`config.mk`:
```
export PLATFORM = sky130hd
export DESIGN_NAME = snoop_bcast_ctrl
export DESIGN_NICKNAME = d
export VERILOG_FILES = /design/src/rtl/snoop_bcast_ctrl.sv
export SDC_FILE = /design/constraint.sdc
export NUM_CORES = 1
export LEC_CHECK = 0
export CAP_MARGIN = 20
export CORE_AREA = 3 3 205 207
export DETAILED_ROUTE_END_ITERATION = 8
export DIE_AREA = 0 0 208 210
export GPL_TIMING_DRIVEN = 0
export SLEW_MARGIN = 20
export SYNTH_ARGS = -nofsm -noshare
export SYNTH_HDL_FRONTEND = slang
export SYNTH_SLANG_ARGS = --single-unit
```
`constraint.sdc`:
```
create_clock -name clk_i -period 2.3 [get_ports clk_i]
set_input_delay 0.46 -clock clk_i [delete_from_list [all_inputs] [get_ports clk_i]]
set_output_delay 0.46 -clock clk_i [all_outputs]
set_load 0.05 [all_outputs]
```
`src/rtl/snoop_bcast_ctrl.sv`:
```
// snoop_bcast_ctrl
// ----------------
// Runs one coherent snoop at a time across NoPorts cache snoop ports.
// The accepted request is broadcast on AC to every port in its mask. Every
// CR response is then collected and OR-combined into a single CRRESP. The
// data of the lowest-indexed port that reported DataTransfer is forwarded.
// CD beats from any other port that also reported DataTransfer are accepted
// and discarded.
//
// Ports
//   clk_i, rst_ni            clock, synchronous active-low reset
//   req_*                    incoming snoop request (valid/ready, addr, code, port mask)
//   ac_valid_o/ac_ready_i    per-port AC handshake; ac_addr_o/ac_snoop_o shared, registered
//   cr_valid_i/cr_ready_o    per-port CR handshake; cr_resp_i packed 5 bits per port
//   cd_valid_i/cd_ready_o    per-port CD handshake; cd_data_i/cd_last_i packed per port
//   resp_valid_o/resp_ready_i aggregated CRRESP (resp_o) plus data source index (resp_src_o)
//   cd_valid_o/cd_ready_i    forwarded CD stream (cd_data_o, cd_last_o)
//   busy_o                   high whenever a transaction is in flight
module snoop_bcast_ctrl #(
  parameter int NoPorts   = 4,
  parameter int AddrWidth = 64,
  parameter int DataWidth = 64
) (
  input  logic                         clk_i,
  input  logic                         rst_ni,
  input  logic                         req_valid_i,
  output logic                         req_ready_o,
  input  logic [AddrWidth-1:0]         req_addr_i,
  input  logic [3:0]                   req_snoop_i,
  input  logic [NoPorts-1:0]           req_mask_i,
  output logic [NoPorts-1:0]           ac_valid_o,
  input  logic [NoPorts-1:0]           ac_ready_i,
  output logic [AddrWidth-1:0]         ac_addr_o,
  output logic [3:0]                   ac_snoop_o,
  input  logic [NoPorts-1:0]           cr_valid_i,
  output logic [NoPorts-1:0]           cr_ready_o,
  input  logic [5*NoPorts-1:0]         cr_resp_i,
  input  logic [NoPorts-1:0]           cd_valid_i,
  output logic [NoPorts-1:0]           cd_ready_o,
  input  logic [DataWidth*NoPorts-1:0] cd_data_i,
  input  logic [NoPorts-1:0]           cd_last_i,
  output logic                         resp_valid_o,
  input  logic                         resp_ready_i,
  output logic [4:0]                   resp_o,
  output logic [$clog2(NoPorts)-1:0]   resp_src_o,
  output logic                         cd_valid_o,
  input  logic                         cd_ready_i,
  output logic [DataWidth-1:0]         cd_data_o,
  output logic                         cd_last_o,
  output logic                         busy_o
);

  localparam int IdxWidth = $clog2(NoPorts);

  typedef enum logic [1:0] {
    ST_IDLE,
    ST_COLLECT,
    ST_RESP,
    ST_DATA
  } state_t;

  state_t                state_reg, state_next;
  logic [AddrWidth-1:0]  addr_reg, addr_next;
  logic [3:0]            snoop_reg, snoop_next;
  logic [NoPorts-1:0]    mask_reg, mask_next;
  logic [NoPorts-1:0]    ac_done_reg, ac_done_next;
  logic [NoPorts-1:0]    cr_done_reg, cr_done_next;
  logic [NoPorts-1:0]    cd_done_reg, cd_done_next;
  logic [NoPorts-1:0]    data_mask_reg, data_mask_next;
  logic [3:0]            agg_reg, agg_next;

  // Per-port views of the packed response and data buses.
  logic [4:0]            cr_resp_arr [NoPorts];
  logic [DataWidth-1:0]  cd_data_arr [NoPorts];

  for (genvar gi = 0; gi < NoPorts; gi++) begin : g_unpack
    assign cr_resp_arr[gi] = cr_resp_i[gi*5 +: 5];
    assign cd_data_arr[gi] = cd_data_i[gi*DataWidth +: DataWidth];
  end

  // Lowest-indexed port that will supply data. This index stays valid
  // through DATA because data_mask_reg only changes in IDLE/COLLECT.
  logic [IdxWidth-1:0] src_sel;
  always_comb begin
    src_sel = '0;
    for (int i = NoPorts - 1; i >= 0; i--) begin
      if (data_mask_reg[i]) src_sel = IdxWidth'(i);
    end
  end

  // Unqualified output values; they are forced low below while in reset.
  logic                req_ready_c;
  logic [NoPorts-1:0]  ac_valid_c, cr_ready_c, cd_ready_c;
  logic                resp_valid_c, cd_valid_c, cd_last_c;
  logic [NoPorts-1:0]  ac_hs, cr_hs, cd_hs, last_hs;

  always_comb begin
    state_next     = state_reg;
    addr_next      = addr_reg;
    snoop_next     = snoop_reg;
    mask_next      = mask_reg;
    ac_done_next   = ac_done_reg;
    cr_done_next   = cr_done_reg;
    cd_done_next   = cd_done_reg;
    data_mask_next = data_mask_reg;
    agg_next       = agg_reg;
    req_ready_c    = 1'b0;
    ac_valid_c     = '0;
    cr_ready_c     = '0;
    cd_ready_c     = '0;
    resp_valid_c   = 1'b0;
    cd_valid_c     = 1'b0;
    cd_last_c      = 1'b0;
    ac_hs          = '0;
    cr_hs          = '0;
    cd_hs          = '0;
    last_hs        = '0;

    case (state_reg)
      ST_IDLE: begin
        req_ready_c = 1'b1;
        if (req_valid_i) begin
          addr_next      = req_addr_i;
          snoop_next     = req_snoop_i;
          mask_next      = req_mask_i;
          ac_done_next   = '0;
          cr_done_next   = '0;
          cd_done_next   = '0;
          data_mask_next = '0;
          agg_next       = '0;
          // Nothing to snoop: answer immediately with an all-zero response.
          state_next     = (req_mask_i == '0) ? ST_RESP : ST_COLLECT;
        end
      end

      ST_COLLECT: begin
        ac_valid_c = mask_reg & ~ac_done_reg;
        // Registered ac_done keeps CR one cycle behind its AC handshake.
        cr_ready_c = ac_done_reg & ~cr_done_reg;
        ac_hs      = ac_valid_c & ac_ready_i;
        cr_hs      = cr_ready_c & cr_valid_i;
        ac_done_next = ac_done_reg | ac_hs;
        cr_done_next = cr_done_reg | cr_hs;
        for (int i = 0; i < NoPorts; i++) begin
          if (cr_hs[i]) begin
            agg_next          = agg_next | cr_resp_arr[i][4:1];
            data_mask_next[i] = data_mask_reg[i] | cr_resp_arr[i][0];
          end
        end
        if (cr_done_next == mask_reg) state_next = ST_RESP;
      end

      ST_RESP: begin
        resp_valid_c = 1'b1;
        if (resp_ready_i) begin
          state_next = (data_mask_reg != '0) ? ST_DATA : ST_IDLE;
        end
      end

      ST_DATA: begin
        // The selected port stops forwarding once its last beat is taken.
        // The other data ports may still be draining at that point.
        cd_valid_c = cd_valid_i[src_sel] & ~cd_done_reg[src_sel];
        cd_last_c  = cd_last_i[src_sel] & ~cd_done_reg[src_sel];
        for (int i = 0; i < NoPorts; i++) begin
          if (i == int'(src_sel)) begin
            cd_ready_c[i] = cd_ready_i & ~cd_done_reg[i];
          end else begin
            cd_ready_c[i] = data_mask_reg[i] & ~cd_done_reg[i];
          end
        end
        cd_hs        = cd_ready_c & cd_valid_i;
        last_hs      = cd_hs & cd_last_i;
        cd_done_next = cd_done_reg | last_hs;
        if (cd_done_next == data_mask_reg) state_next = ST_IDLE;
      end

      default: state_next = ST_IDLE;
    endcase
  end

  always_ff @(posedge clk_i) begin
    if (!rst_ni) begin
      state_reg     <= ST_IDLE;
      addr_reg      <= '0;
      snoop_reg     <= '0;
      mask_reg      <= '0;
      ac_done_reg   <= '0;
      cr_done_reg   <= '0;
      cd_done_reg   <= '0;
      data_mask_reg <= '0;
      agg_reg       <= '0;
    end else begin
      state_reg     <= state_next;
      addr_reg      <= addr_next;
      snoop_reg     <= snoop_next;
      mask_reg      <= mask_next;
      ac_done_reg   <= ac_done_next;
      cr_done_reg   <= cr_done_next;
      cd_done_reg   <= cd_done_next;
      data_mask_reg <= data_mask_next;
      agg_reg       <= agg_next;
    end
  end

  // Handshake outputs are held low for the whole time reset is asserted,
  // not only from the first reset edge onward.
  assign req_ready_o  = rst_ni & req_ready_c;
  assign ac_valid_o   = {NoPorts{rst_ni}} & ac_valid_c;
  assign cr_ready_o   = {NoPorts{rst_ni}} & cr_ready_c;
  assign cd_ready_o   = {NoPorts{rst_ni}} & cd_ready_c;
  assign resp_valid_o = rst_ni & resp_valid_c;
  assign cd_valid_o   = rst_ni & cd_valid_c;
  assign cd_last_o    = rst_ni & cd_last_c;
  assign busy_o       = rst_ni & (state_reg != ST_IDLE);

  assign ac_addr_o    = addr_reg;
  assign ac_snoop_o   = snoop_reg;
  assign resp_o       = {agg_reg, |data_mask_reg};
  assign resp_src_o   = src_sel;
  assign cd_data_o    = cd_data_arr[src_sel];

endmodule

```
==> metrics.md <==
| Metric | Value |
|---|---|
| Status | complete, but fails checks |
| Failing checks | setup timing |
| Synth Instances | 721 |
| CP endpoint kind | primary output |
| Setup violators final | 66 |
| Critical path startpoint category | flop |
| Static Leak | 0.00490 uW |
| Global-route wire length before repair | 49,900 microns |
| FMAX | 0.385 GHz |
| GRT Util Overall | 14.7% |
| Area leader, netlist | dfxtp_1 |
| Total Nets Final | 1,656 |
| Clock buffer count from CTS | 9 |
| Critical path's most frequent cell | buf_12 |
| Die Y | 210 microns |
| Die Wd | 208 microns |
| CP max stage delay | 0.34 ns |
| Worst-path fanout max | 10 |
| Core area | 40,600 sq um |
| I/O pin cnt | 525 |
| CTS root buf | clkbuf_16 |
| Rel. slew slack | 52.2% |
| Max FFs per register | 64 |
| Peak VDD IR | 418 uV |
| Largest net degree at the start of global routing | 18 |
| Worst Setup Slack, final | -0.299 ns |
| Placed insts | 1,777 |
| Antenna-violating nets left | 0 |
| Clk_skew | 0.00809 ns |
| Max-slew violation count | 0 |
| Post-DP HPWL | 28,000 microns |
| Syn_area_per_cell | 7.06 sq um |
| Clk slew on worst S/H paths | 0.07 ns |
| Port Buf Inserts | 524 |
| Yosys warns | 0 |
| Final Hold Vio Count | 0 |
| Slowest-stage cell, CP | dfxtp_2 |
| Worst Tran Pin Value | 0.708 ns |
| EDFF count, synth | 0 |
| Fill cells | 4,245 |
| Synthesized Nets | 1,090 |
| Total die area | 43,700 sq um |
| Htree depth | 3 |
| Initial DRC Count | 857 |
| Clock Sinks | 94 |
| DP Area | 11,100 sq um |
| Count leader, synth | nand2_1 |
| Initial Utilization | 12.6% |
| Asr flop ratio synth | 0% |
| Routed length per instance | 19.6 microns |
| Commonest cells post-synth | nand2_1, a21oi_1, dfxtp_1, a222oi_1, clkbuf_1 |
| Worst path cell trace | buf_6 > buf_12 > nor3_4 > or2_4 > buf_12 > clkbuf_16 > buf_12 > nand2_1 > nand2_2 > buf_8 |
| Synth Cell Area | 5090 sq um |
| Layout Cells excl Fill | 1,825 |
| DRC | 0 |
| Vias per inst | 4.37 |
| Data arrival, critical path | 2.14 ns |
| Hold WC Path Type | reg2reg |
| Synth top area share | 37.0% |
| WP buf/inv | 6 |
| Period Utilization, post-route | 113% |
| Number of global-route vias before repair | 7,896 |
| Final Power | 6140 uW |
| WP data required | 1.84 ns |
| Placement Rows | 74 |
| Power Dens Cells | 488 nW/um^2 |
| Fin area | 12,600 sq um |
| DRT Wirelength | 35,800 microns |
| Via count | 7,967 |
| Global route overflow | 0 |
| Synth area leaders | dfxtp_1, nand2_1, a222oi_1 |
| Antenna violations before repair | 1 |
| Yosys cell types | 44 |
| TritonCTS clock tree | done |
| Fraction of layout cells with a size suffix above 1 | 20.8% |
| CP delay by family, top | buffers and inverters |
| Clock tree buffer depth | 2 |
| Skew-Pair Late Insertion Delay | 0.36 ns |
| First-pass detailed-route iteration total | 9 |
| Post-synthesis sequential area ratio | 37.0% |
| Max_cap viols | 0 |
| Yosys reg bits | 94 |
| Hold_ws | 0.455 ns |
| CP Class | reg2out |
| Layout Utilization | 31.0% |
| Seq. cell area | 1890 sq um |
| Multi-input logic area | 3290 sq um |
| Synth Flop Type | dfxtp_1 |
| GPL Wtd Cong | 1.04 |
| Crit path time final | 2.60 ns |
| Layout area overhead | 147% |
| Unrepaired setup endpoints after global routing | yes |
## layout by cell type, fill, tap and decap left out, drive strengths merged, types with 7 or more instances in the layout
cell	count
a21oi	94
a222oi	64
a22oi	8
a31oi	10
buf	122
clkbuf	59
clkdlybuf4s50	439
dfxtp	94
inv	8
nand2	286
nor2	39
nor3	7
## final timing paths
path                            cells after the start                          start  slack [ns]                         to
worst max-delay path                               10  data_mask_reg[1]$_SDFFE_PN0P_       -0.30              cd_data_o[22]
worst min-delay path                                2      ac_addr_o[6]$_SDFFE_PN0P_        0.46  ac_addr_o[6]$_SDFFE_PN0P_
worst max register to register                      7  data_mask_reg[1]$_SDFFE_PN0P_        0.24  state_reg[0]$_SDFFE_PN0P_
worst min register to register                      2      ac_addr_o[6]$_SDFFE_PN0P_        0.46  ac_addr_o[6]$_SDFFE_PN0P_
## where the power goes
group | internal (uW) | switching, uW | leakage (uW) | total (uW)
clock network | 869 | 755 | 0.000150 | 1620
logic | 1140 | 1510 | 0.00398 | 2650
registers | 1780 | 88.2 | 0.000771 | 1860
total | 3790 | 2350 | 0.00490 | 6140
## per-stage QoR
step,setup TNS [ns],worst slack [ns]
6_report,-13.67,-0.299
3_5_place_dp,-109.15,-1.41
4_1_cts,-9.78,-0.280
5_1_grt,-18.62,-0.365
2_1_floorplan,-0.664,-0.332
3_3_place_gp,-106.21,-1.40
## cell families (layout without fill, tap and decap cells)
kind of cell              Yosys count  after routing  synth area share (%)
AOI/OAI and AO/OA                 192            192                  26.8
xor gates and xnor gates            4              4                 0.688
buffers and inverters              63            634                  5.50
DFF                                94             94                  37.0
other                               0              1                     0
and+or+nand+nor                   368            368                  30.0
## tightest hold or removal path: stages (launching register included)
cell and delay [ns]:
dfxtp_1 0.31, nand2_1 0.05, a21oi_1 0.05
## layer usage
layer	up-vias	GRT usage (%)	routed length (microns)
met3	52	4.05	2880
li1	3722	-	-
met4	0	4.16	944
met1	3756	17.3	14100
met5	-	0	0
met2	437	26.4	17800
## layout make-up
type                            instances  share of cell area (%)
Multi-Input combinational cell        564                    26.1
Timing Repair Buffer                  557                    46.7
Inverter                                3                   0.109
Tap cell                              532                    5.29
Antenna cell                            1                  0.0199
Clock inverter                          6                   0.606
Clock buffer                           10                    1.82
Buffer                                 58                    4.26
Sequential cell                        94                    15.0
## what timing repair did
action	in CTS	in global routing
setup buffers	11	12
setup endpoints to repair	160	103
resized for setup	608	189
cloned	2	8
pin swaps	85	55
hold buffers	0	0
(Power assumes the default switching activity.)
